[config.mk]
export PLATFORM = sky130hd
export DESIGN_NAME = instruction_mem_arbiter
export DESIGN_NICKNAME = d
export VERILOG_FILES = /design/src/rtl/instruction_mem_arbiter.sv
export SDC_FILE = /design/constraint.sdc
export NUM_CORES = 1
export LEC_CHECK = 0
export ABC_AREA = 0
export BUFFER_PORTS_ARGS = -buffer_cell sky130_fd_sc_hd__buf_2
export CORE_MARGIN = 4
export CORE_UTILIZATION = 40
export CTS_CLUSTER_DIAMETER = 50
export CTS_CLUSTER_SIZE = 20
export DETAILED_ROUTE_END_ITERATION = 8
export GPL_TIMING_DRIVEN = 0
export PLACE_DENSITY = 0.74
export SYNTH_ARGS = -nofsm -noshare
export SYNTH_HDL_FRONTEND = slang
export SYNTH_SLANG_ARGS = --single-unit
export TNS_END_PERCENT = 30
[constraint.sdc]
create_clock -name clk -period 1.7 [get_ports clk]
set_clock_uncertainty 0.15 [all_clocks]
set_input_delay 0.17 -clock clk [delete_from_list [all_inputs] [get_ports clk]]
set_output_delay 0.17 -clock clk [all_outputs]
set_load 0.05 [all_outputs]
[src/rtl/instruction_mem_arbiter.sv]
// Round-robin arbiter sharing one instruction-memory read port among per-warp fetchers.
// Optional IMEM_ARB_STATS_EN adds per-requester saturating grant counters (grant_count).
module instruction_mem_arbiter #(
    parameter int NUM_REQUESTERS = 4,
    parameter int ADDR_WIDTH     = 8,
    parameter int DATA_WIDTH     = 16
) (
    input  logic                                clk,
    input  logic                                reset,
    input  logic [NUM_REQUESTERS-1:0]           req_valid,
    input  logic [NUM_REQUESTERS*ADDR_WIDTH-1:0] req_addr,
    output logic [NUM_REQUESTERS-1:0]           req_ready,
    output logic [DATA_WIDTH-1:0]               req_data,
    output logic                                mem_read_valid,
    output logic [ADDR_WIDTH-1:0]               mem_read_address,
    input  logic                                mem_read_ready,
    input  logic [DATA_WIDTH-1:0]               mem_read_data,
    output logic [$clog2(NUM_REQUESTERS)-1:0]   grant_id,
    output logic                                busy
`ifdef IMEM_ARB_STATS_EN
    ,
    output logic [NUM_REQUESTERS*16-1:0]        grant_count
`endif
);

    localparam int GW = $clog2(NUM_REQUESTERS);

    typedef enum logic [1:0] {
        IDLE    = 2'd0,
        REQUEST = 2'd1,
        RESPOND = 2'd2
    } state_t;

    state_t                    state, state_next;
    logic [GW-1:0]             last_grant, last_grant_next;
    logic [GW-1:0]             grant_id_next;
    logic [NUM_REQUESTERS-1:0] req_ready_next;
    logic [DATA_WIDTH-1:0]     req_data_next;
    logic                      mem_read_valid_next;
    logic [ADDR_WIDTH-1:0]     mem_read_address_next;
    logic                      busy_next;
    logic [GW-1:0]             pick;

    // First requester at or after last+1, wrapping; descending scan lets the nearest one win.
    function automatic logic [GW-1:0] pick_next(input logic [NUM_REQUESTERS-1:0] req,
                                                 input logic [GW-1:0] last);
        logic [GW-1:0] sel;
        int            idx;
        sel = last;
        for (int k = NUM_REQUESTERS; k >= 1; k--) begin
            idx = (int'(last) + k) % NUM_REQUESTERS;
            if (req[idx]) sel = GW'(idx);
        end
        return sel;
    endfunction

    assign pick = pick_next(req_valid, last_grant);

    always_ff @(posedge clk) begin
        if (reset) begin
            state <= IDLE;
        end else begin
            state <= state_next;
        end
    end

    always_comb begin
        state_next            = state;
        last_grant_next       = last_grant;
        grant_id_next         = grant_id;
        req_ready_next        = '0;
        req_data_next         = req_data;
        mem_read_valid_next   = mem_read_valid;
        mem_read_address_next = mem_read_address;
        case (state)
            IDLE: begin
                if (|req_valid) begin
                    grant_id_next         = pick;
                    mem_read_address_next = req_addr[int'(pick)*ADDR_WIDTH +: ADDR_WIDTH];
                    mem_read_valid_next   = 1'b1;
                    state_next            = REQUEST;
                end
            end
            REQUEST: begin
                // The grant is committed: req_valid/req_addr are no longer looked at.
                if (mem_read_ready) begin
                    req_data_next            = mem_read_data;
                    mem_read_valid_next      = 1'b0;
                    req_ready_next[grant_id] = 1'b1;
                    last_grant_next          = grant_id;
                    state_next               = RESPOND;
                end
            end
            RESPOND: begin
                state_next = IDLE;
            end
            default: begin
                mem_read_valid_next = 1'b0;
                state_next          = IDLE;
            end
        endcase
        busy_next = (state_next != IDLE);
    end

    always_ff @(posedge clk) begin
        if (reset) begin
            last_grant       <= GW'(NUM_REQUESTERS - 1);
            grant_id         <= '0;
            req_ready        <= '0;
            req_data         <= '0;
            mem_read_valid   <= 1'b0;
            mem_read_address <= '0;
            busy             <= 1'b0;
        end else begin
            last_grant       <= last_grant_next;
            grant_id         <= grant_id_next;
            req_ready        <= req_ready_next;
            req_data         <= req_data_next;
            mem_read_valid   <= mem_read_valid_next;
            mem_read_address <= mem_read_address_next;
            busy             <= busy_next;
        end
    end

`ifdef IMEM_ARB_STATS_EN
    logic [15:0] grant_cnt [NUM_REQUESTERS];

    function automatic logic [15:0] sat_inc(input logic [15:0] v);
        return (v == 16'hFFFF) ? v : v + 16'd1;
    endfunction

    always_ff @(posedge clk) begin
        for (int i = 0; i < NUM_REQUESTERS; i++) begin
            if (reset) begin
                grant_cnt[i] <= '0;
            end else if (req_ready[i]) begin
                grant_cnt[i] <= sat_inc(grant_cnt[i]);
            end
        end
    end

    for (genvar g = 0; g < NUM_REQUESTERS; g++) begin : g_cnt
        assign grant_count[g*16 +: 16] = grant_cnt[g];
    end
`endif

endmodule

Word-level counts from Yosys, hierarchy flattened. Index checks and enable logic that the tools add are counted.

Output and inout port bits: 32. Register bits after elaboration: 36. Logic and storage cells: 66.

Shift operators: 1. Add/subtract/negate cells: 4. Equal/unequal tests: 4. Bitwise logic cells: 7. Muxes and demuxes: 24. Magnitude comparators: 6. Reductions and logical operators: 12.

Operators with widths (count): indexed part select 32 x 6 -> 8 bit (1); < comparator 3 x 4 -> 1 bit, second input constant (4); two-way mux 2 bit (6); two-way mux 1 bit (11); binary-select mux 1 bit (select 2 bit) (4); OR reduction 2 bit (4); adder 2 x 1 -> 2 bit, second input constant (2); adder 2 bit, second input constant (2); AND 1 bit, first input constant (4); != test 2 bit, second input constant (2); case mux 2 bit (2 select lines) (1); AND reduction 2 bit (2); OR reduction 4 bit (1); < comparator 2 x 3 -> 1 bit, second input constant (1); inverter 1 bit (3); case mux 1 bit (3 select lines) (1); AND reduction 3 bit (1); OR reduction 3 bit (1); demux 1 bit (select 2 bit) (1); == test 2 x 1 -> 1 bit, second input constant (1); == test 2 bit, second input constant (1); greater-or-equal comparator 2 x 1 -> 1 bit, second input constant (1); zero test 2 bit (1); nonzero test 2 bit (1); logical AND 1 bit (1).

Depth between registers and ports, before layout.
Word-level depth: 11. Gate-level depth with buffers: 7. Gate-level depth less buffers: 5.

Least setup slack after synthesis. Ideal clock, no wire load.

Kind: reg2reg. Start: register last_grant[0]. End: register mem_read_address[6]. Clock period less this slack: 1.716 ns. Path slack: -0.016 ns. Cell stages (with the launch flop): 8. Buffers on the path: 2. Data required time: 1.421 ns. Arrival: 1.437 ns. Path through: dfxtp_1 nand2b_1 o211a_2 or2_1 buf_6 buf_8 a211oi_2 o31ai_2.

Cells in the longest elaborated chain, start to end: 9. Elaborated cells on any way between the ends: 21.

RTL lines: from (decl) (line 35) `logic [GW-1:0] last_grant, last_grant_next;`; from (signal assigned) (line 107) `last_grant <= GW'(NUM_REQUESTERS - 1);`; from (signal assigned) (line 115) `last_grant <= last_grant_next;`; adder 2 x 1 -> 2 bit (line 51) `idx = (int'(last) + k) % NUM_REQUESTERS;`; binary-select mux 1 bit (select 2 bit) (line 52) `if (req[idx]) sel = GW'(idx);`; two-way mux 1 bit (not written as such) (2 in a row) (line 52); two-way mux 2 bit (3 in a row) (line 52); two-way mux 2 bit * (line 52); indexed part select 32 x 6 -> 8 bit * (line 79) `mem_read_address_next = req_addr[int'(pick)*ADDR_WIDTH +: ADDR_WIDTH];`; to (signal assigned) (line 120) `mem_read_address <= mem_read_address_next;`; to (decl) (line 15) `output logic [ADDR_WIDTH-1:0] mem_read_address,`.

Every way passes the cells marked *; elsewhere a longest branch is shown, timed or not. The select of a mux whose other input is x is not followed. A chain may end at the register's enable or synchronous reset.

Final worst setup path.
Start: register last_grant[0]. End: register mem_read_address[7].

The elaborated chain is that of the path after synthesis.

==> metrics.md <==
| Metric | Value |
|---|---|
| Outcome | finished with violations |
| Failing checks | negative setup slack |
| Setup TNS Final | -0.09804 ns |
| P per Cell Area | between 900 and 1000 nW/um^2 |
| Cts bufs inserted | 5 |
| Synth Area in Simple Gates | 26.85% |
| Reg2reg setup slack | -0.06 ns |
| Layout Utilization | 66.12% |
| Fmax | ~570 MHz |
| Clock latency on the worst-skew pair | roughly 0.28 ns |
| Buffer and inverter count on the worst path | 1 |
| Cell Count, Final, Fillers Out | between 300 and 400 |
| Critical R2R Launch | last_grant[0]$_SDFFE_PP1N_ |
| Synth Area in XOR/XNOR | 0% |
| Critical Path Fanout Max | 8 |
| Hold Path Sink | req_ready[1]$_SDFF_PP0_ |
| Worst-path clk slew | 0.07 ns |
| Die height | a little over 70 um |
| Mean post-synth cell area | between 8 and 9 um^2 |
| I/O Pins | 87 |
| Drt first pass iters | 4 |
| Hold_sp | reset |
| Placer Congestion | 0.7210 |
| Post-route ant nets | 0 |
| Area post-placement | approximately 2200 um^2 |
| Largest family of logic cells by synthesized area | simple AND/OR/NAND/NOR gates |
| GRT Residual Overflow | 0 |
| # diodes | 0 |
| Initial Util | around two fifths |
| Cell-by-cell trace of the critical path | nand2b_4, o211a_4, or2_1, buf_6, a211oi_1, o31ai_2 |
| Site Rows | 23 |
| Period Utilization, post-route | 103.7% |
| VDD IR max | approximately 0.46 mV |
| Synth warn | 0 |
| Synth Area in Adders | 0% |
| Tightest Hold Check Type | in2reg |
| Arr. time, crit path | about 1.8 ns |
| Final wirelength | around 5 mm |
| DRC | 0 |
| H-tree depth | 2 |
| Filler instances | between 300 and 400 |
| HPWL Detailed | around 3.3 mm |
| Core area | slightly above 4000 um^2 |
| Antenna violations before repair | 0 |
| Routed len/inst | around 14 um |
| Compound-Gate Fraction of Synth Area | around a quarter |
| Synth area leaders | dfxtp_1 43%, nand2_1 8.5%, nor3b_1 7.2%, a21oi_1 5.7%, nand3b_1 4.9% |
| Fin crit period | approximately 1.8 ns |
| Total Routing Usage GR | about 19% |
| Post-layout instance area | about 2700 um^2 |
| CTS tree | done |
| Unrepaired setup endpoints after global routing | yes |
| R2R depth | 6 |
| Clock power frac | 25.3% |
| Maxcap violations | 0 |
| Cell area after synthesis | 1673 um^2 |
| Area share of the largest cell type after synthesis | a little over two fifths |
| Cell accounting for the most synthesized area | dfxtp_1 |
| Largest net degree at the start of global routing | 11 |
| Syn-to-layout area delta | 59.24% |
| Most frequent cells in the layout | 89 x buf_2, 38 x nand2_1, 34 x dfxtp_1, 18 x a21oi_1, 16 x dlygate4sd3_1 |
| CTS root buffer | clkbuf_8 |
| Share of layout cells above drive strength 1 | a little under half |
| First-pass GRT wire length | between 7 and 8 mm |
| Post-synth net total | 243 |
| CP max stage delay | about 0.37 ns |
| Power Internal | between 1.5 and 2 mW |
| Vias in the first global route | roughly 1700 |
| Switch Pwr | between 800 and 900 uW |
| Final max-slew violation count | 0 |
| Mux cell area share after synthesis | 1.197% |
| Placed insts | approximately 320 |
| DR vias | roughly 1800 |
| PortBufs | 85 |
| Worst Setup End Kind | flop |
| Combinational power share | about a third |
| Synth Instances | around 190 |
| Seq cells post-synth | 36 |
| Die Span X | 72.67 um |
| Synth unique cells | 35 |
| Hold Fails Final Rpt | 0 |
| Seq/Total Area, Yosys | a little over two fifths |
| WHS Path Cells | 2 |
| Critical Path Slowest Stage Cell | a211oi_1 |
| Slew headroom | between 60 and 70% |
| Net Sw Frac | about a third |
| P_leak | around 1.2 nW |
| Critical path type | reg2reg |
| NumNets Final | about 360 |
| Worst path top cell family by delay | compound AO/OA/AOI/OAI gates |
| Reg power frac | 39.7% |
| Startpoint Class | flop |
| Worst setup margin | -0.06331 ns |
| Leading cell type in the layout, fill and taps excluded | buf_2 |
| Final Total Pwr | approximately 2.4 mW |
| Worst Tran Pin Value | 0.4602 ns |
| DR vias/cell | 5.000 |
| 1st-iter DRT viols | between 60 and 70 |
| Longest Clk Path Bufs | 2 |
| CP Data Required Time | roughly 1.7 ns |
| Total die area | approximately 5300 um^2 |
| CTS sink count | 36 |
| RR Endpoint | mem_read_address[7]$_SDFFE_PP0P_ |
| CP startpoint | last_grant[0]$_SDFFE_PP1N_ |
| Setup-failing EPs final | 4 |
-- per-stage QoR --
step	setup WS [ns]	hold slack, ns
finish	-0.06331	0.009209
global route	-0.1003	0.02597
CTS	-0.02644	0.004809
detailed placement	-0.1414	0.2668
global placement	-0.1292	0.2613
floorplan	0.01056	0.1560
-- cell families after synthesis --
kind of cell	Yosys count
DFF	36
AOI/OAI and AO/OA	51
and+or+nand+nor	82
buffers and inverters	17
muxes	2
-- Yosys cell counts --
library cell	number
nand2b_1	2
a21oi_1	19
nor4_1	1
a221o_1	1
and3b_1	1
inv_1	1
dfxtp_1	36
buf_8	1
o21ai_2	1
inv_2	1
a221oi_2	1
a21oi_4	1
o211a_2	1
buf_1	1
buf_6	1
mux2i_1	2
nand2_1	38
and3_1	1
nand3b_1	11
a211o_1	1
nor2_1	6
o31ai_1	6
or2_1	2
nor4b_1	1
or2_4	1
clkbuf_1	8
a211oi_1	10
nor3b_1	16
o21ai_0	1
a31oi_1	1
buf_2	4
o31ai_2	2
nand2b_2	1
or3b_2	1
a211oi_2	6
-- power groups by stage --
stage | sequential (mW) | clock, mW | combinational (mW)
6_report | 0.955 | 0.608 | 0.839
5_1_grt | 0.962 | 0.662 | 0.890
4_1_cts | 0.955 | 0.624 | 0.810
3_5_place_dp | 0.973 | 0 | 0.668
3_3_place_gp | 0.971 | 0 | 0.664
2_1_floorplan | 1.18 | 0 | 0.277
-- final cells by class --
| type | count | area, um^2 | area share, % |
|---|---|---|---|
| Clock buffer | 8 | 90.09 | 3.382 |
| Sequential cell | 36 | 728.2 | 27.34 |
| Buffer | 14 | 88.84 | 3.335 |
| Inverter | 2 | 7.507 | 0.2818 |
| Timing Repair Buffer | 113 | 711.9 | 26.73 |
| Tap cell | 50 | 62.56 | 2.349 |
| Multi-Input combinational cell | 135 | 974.7 | 36.59 |
-- layer usage --
metal	track usage, %	up-vias	wire length (um)
met3	6.061	13	443
met1	21.65	796	2097
li1	-	908	-
met2	31.96	73	2329
met4	6.148	0	116
met5	0	-	0
-- how the worst max path moves through the flow --
stage                                            end  slack [ns]  cells past startpoint
floorplan           mem_read_address[6]$_SDFFE_PP0P_        0.01                      7
global placement    mem_read_address[6]$_SDFFE_PP0P_       -0.13                      7
detailed placement  mem_read_address[3]$_SDFFE_PP0P_       -0.14                      5
CTS                 mem_read_address[6]$_SDFFE_PP0P_       -0.03                      7
global route        mem_read_address[7]$_SDFFE_PP0P_       -0.10                      6
finish              mem_read_address[7]$_SDFFE_PP0P_       -0.06                      6
-- what timing repair did --
action                                 CTS  global route
setup buffers                           10             1
pin swaps                               14             6
gates cloned                             1             0
endpoints found under the hold margin   16             0
resized for setup                       19             7
setup endpoints to repair               16             9
hold buffers                            16             0
-- state kept, by name, summed over array words and instances, names as in the netlist --
name and cells:
req_data 16, mem_read_address 8, req_ready 4, grant_id 2, last_grant 2, state 2, busy 1, mem_read_valid 1
Note: power is estimated with default switching activity, not from simulation.
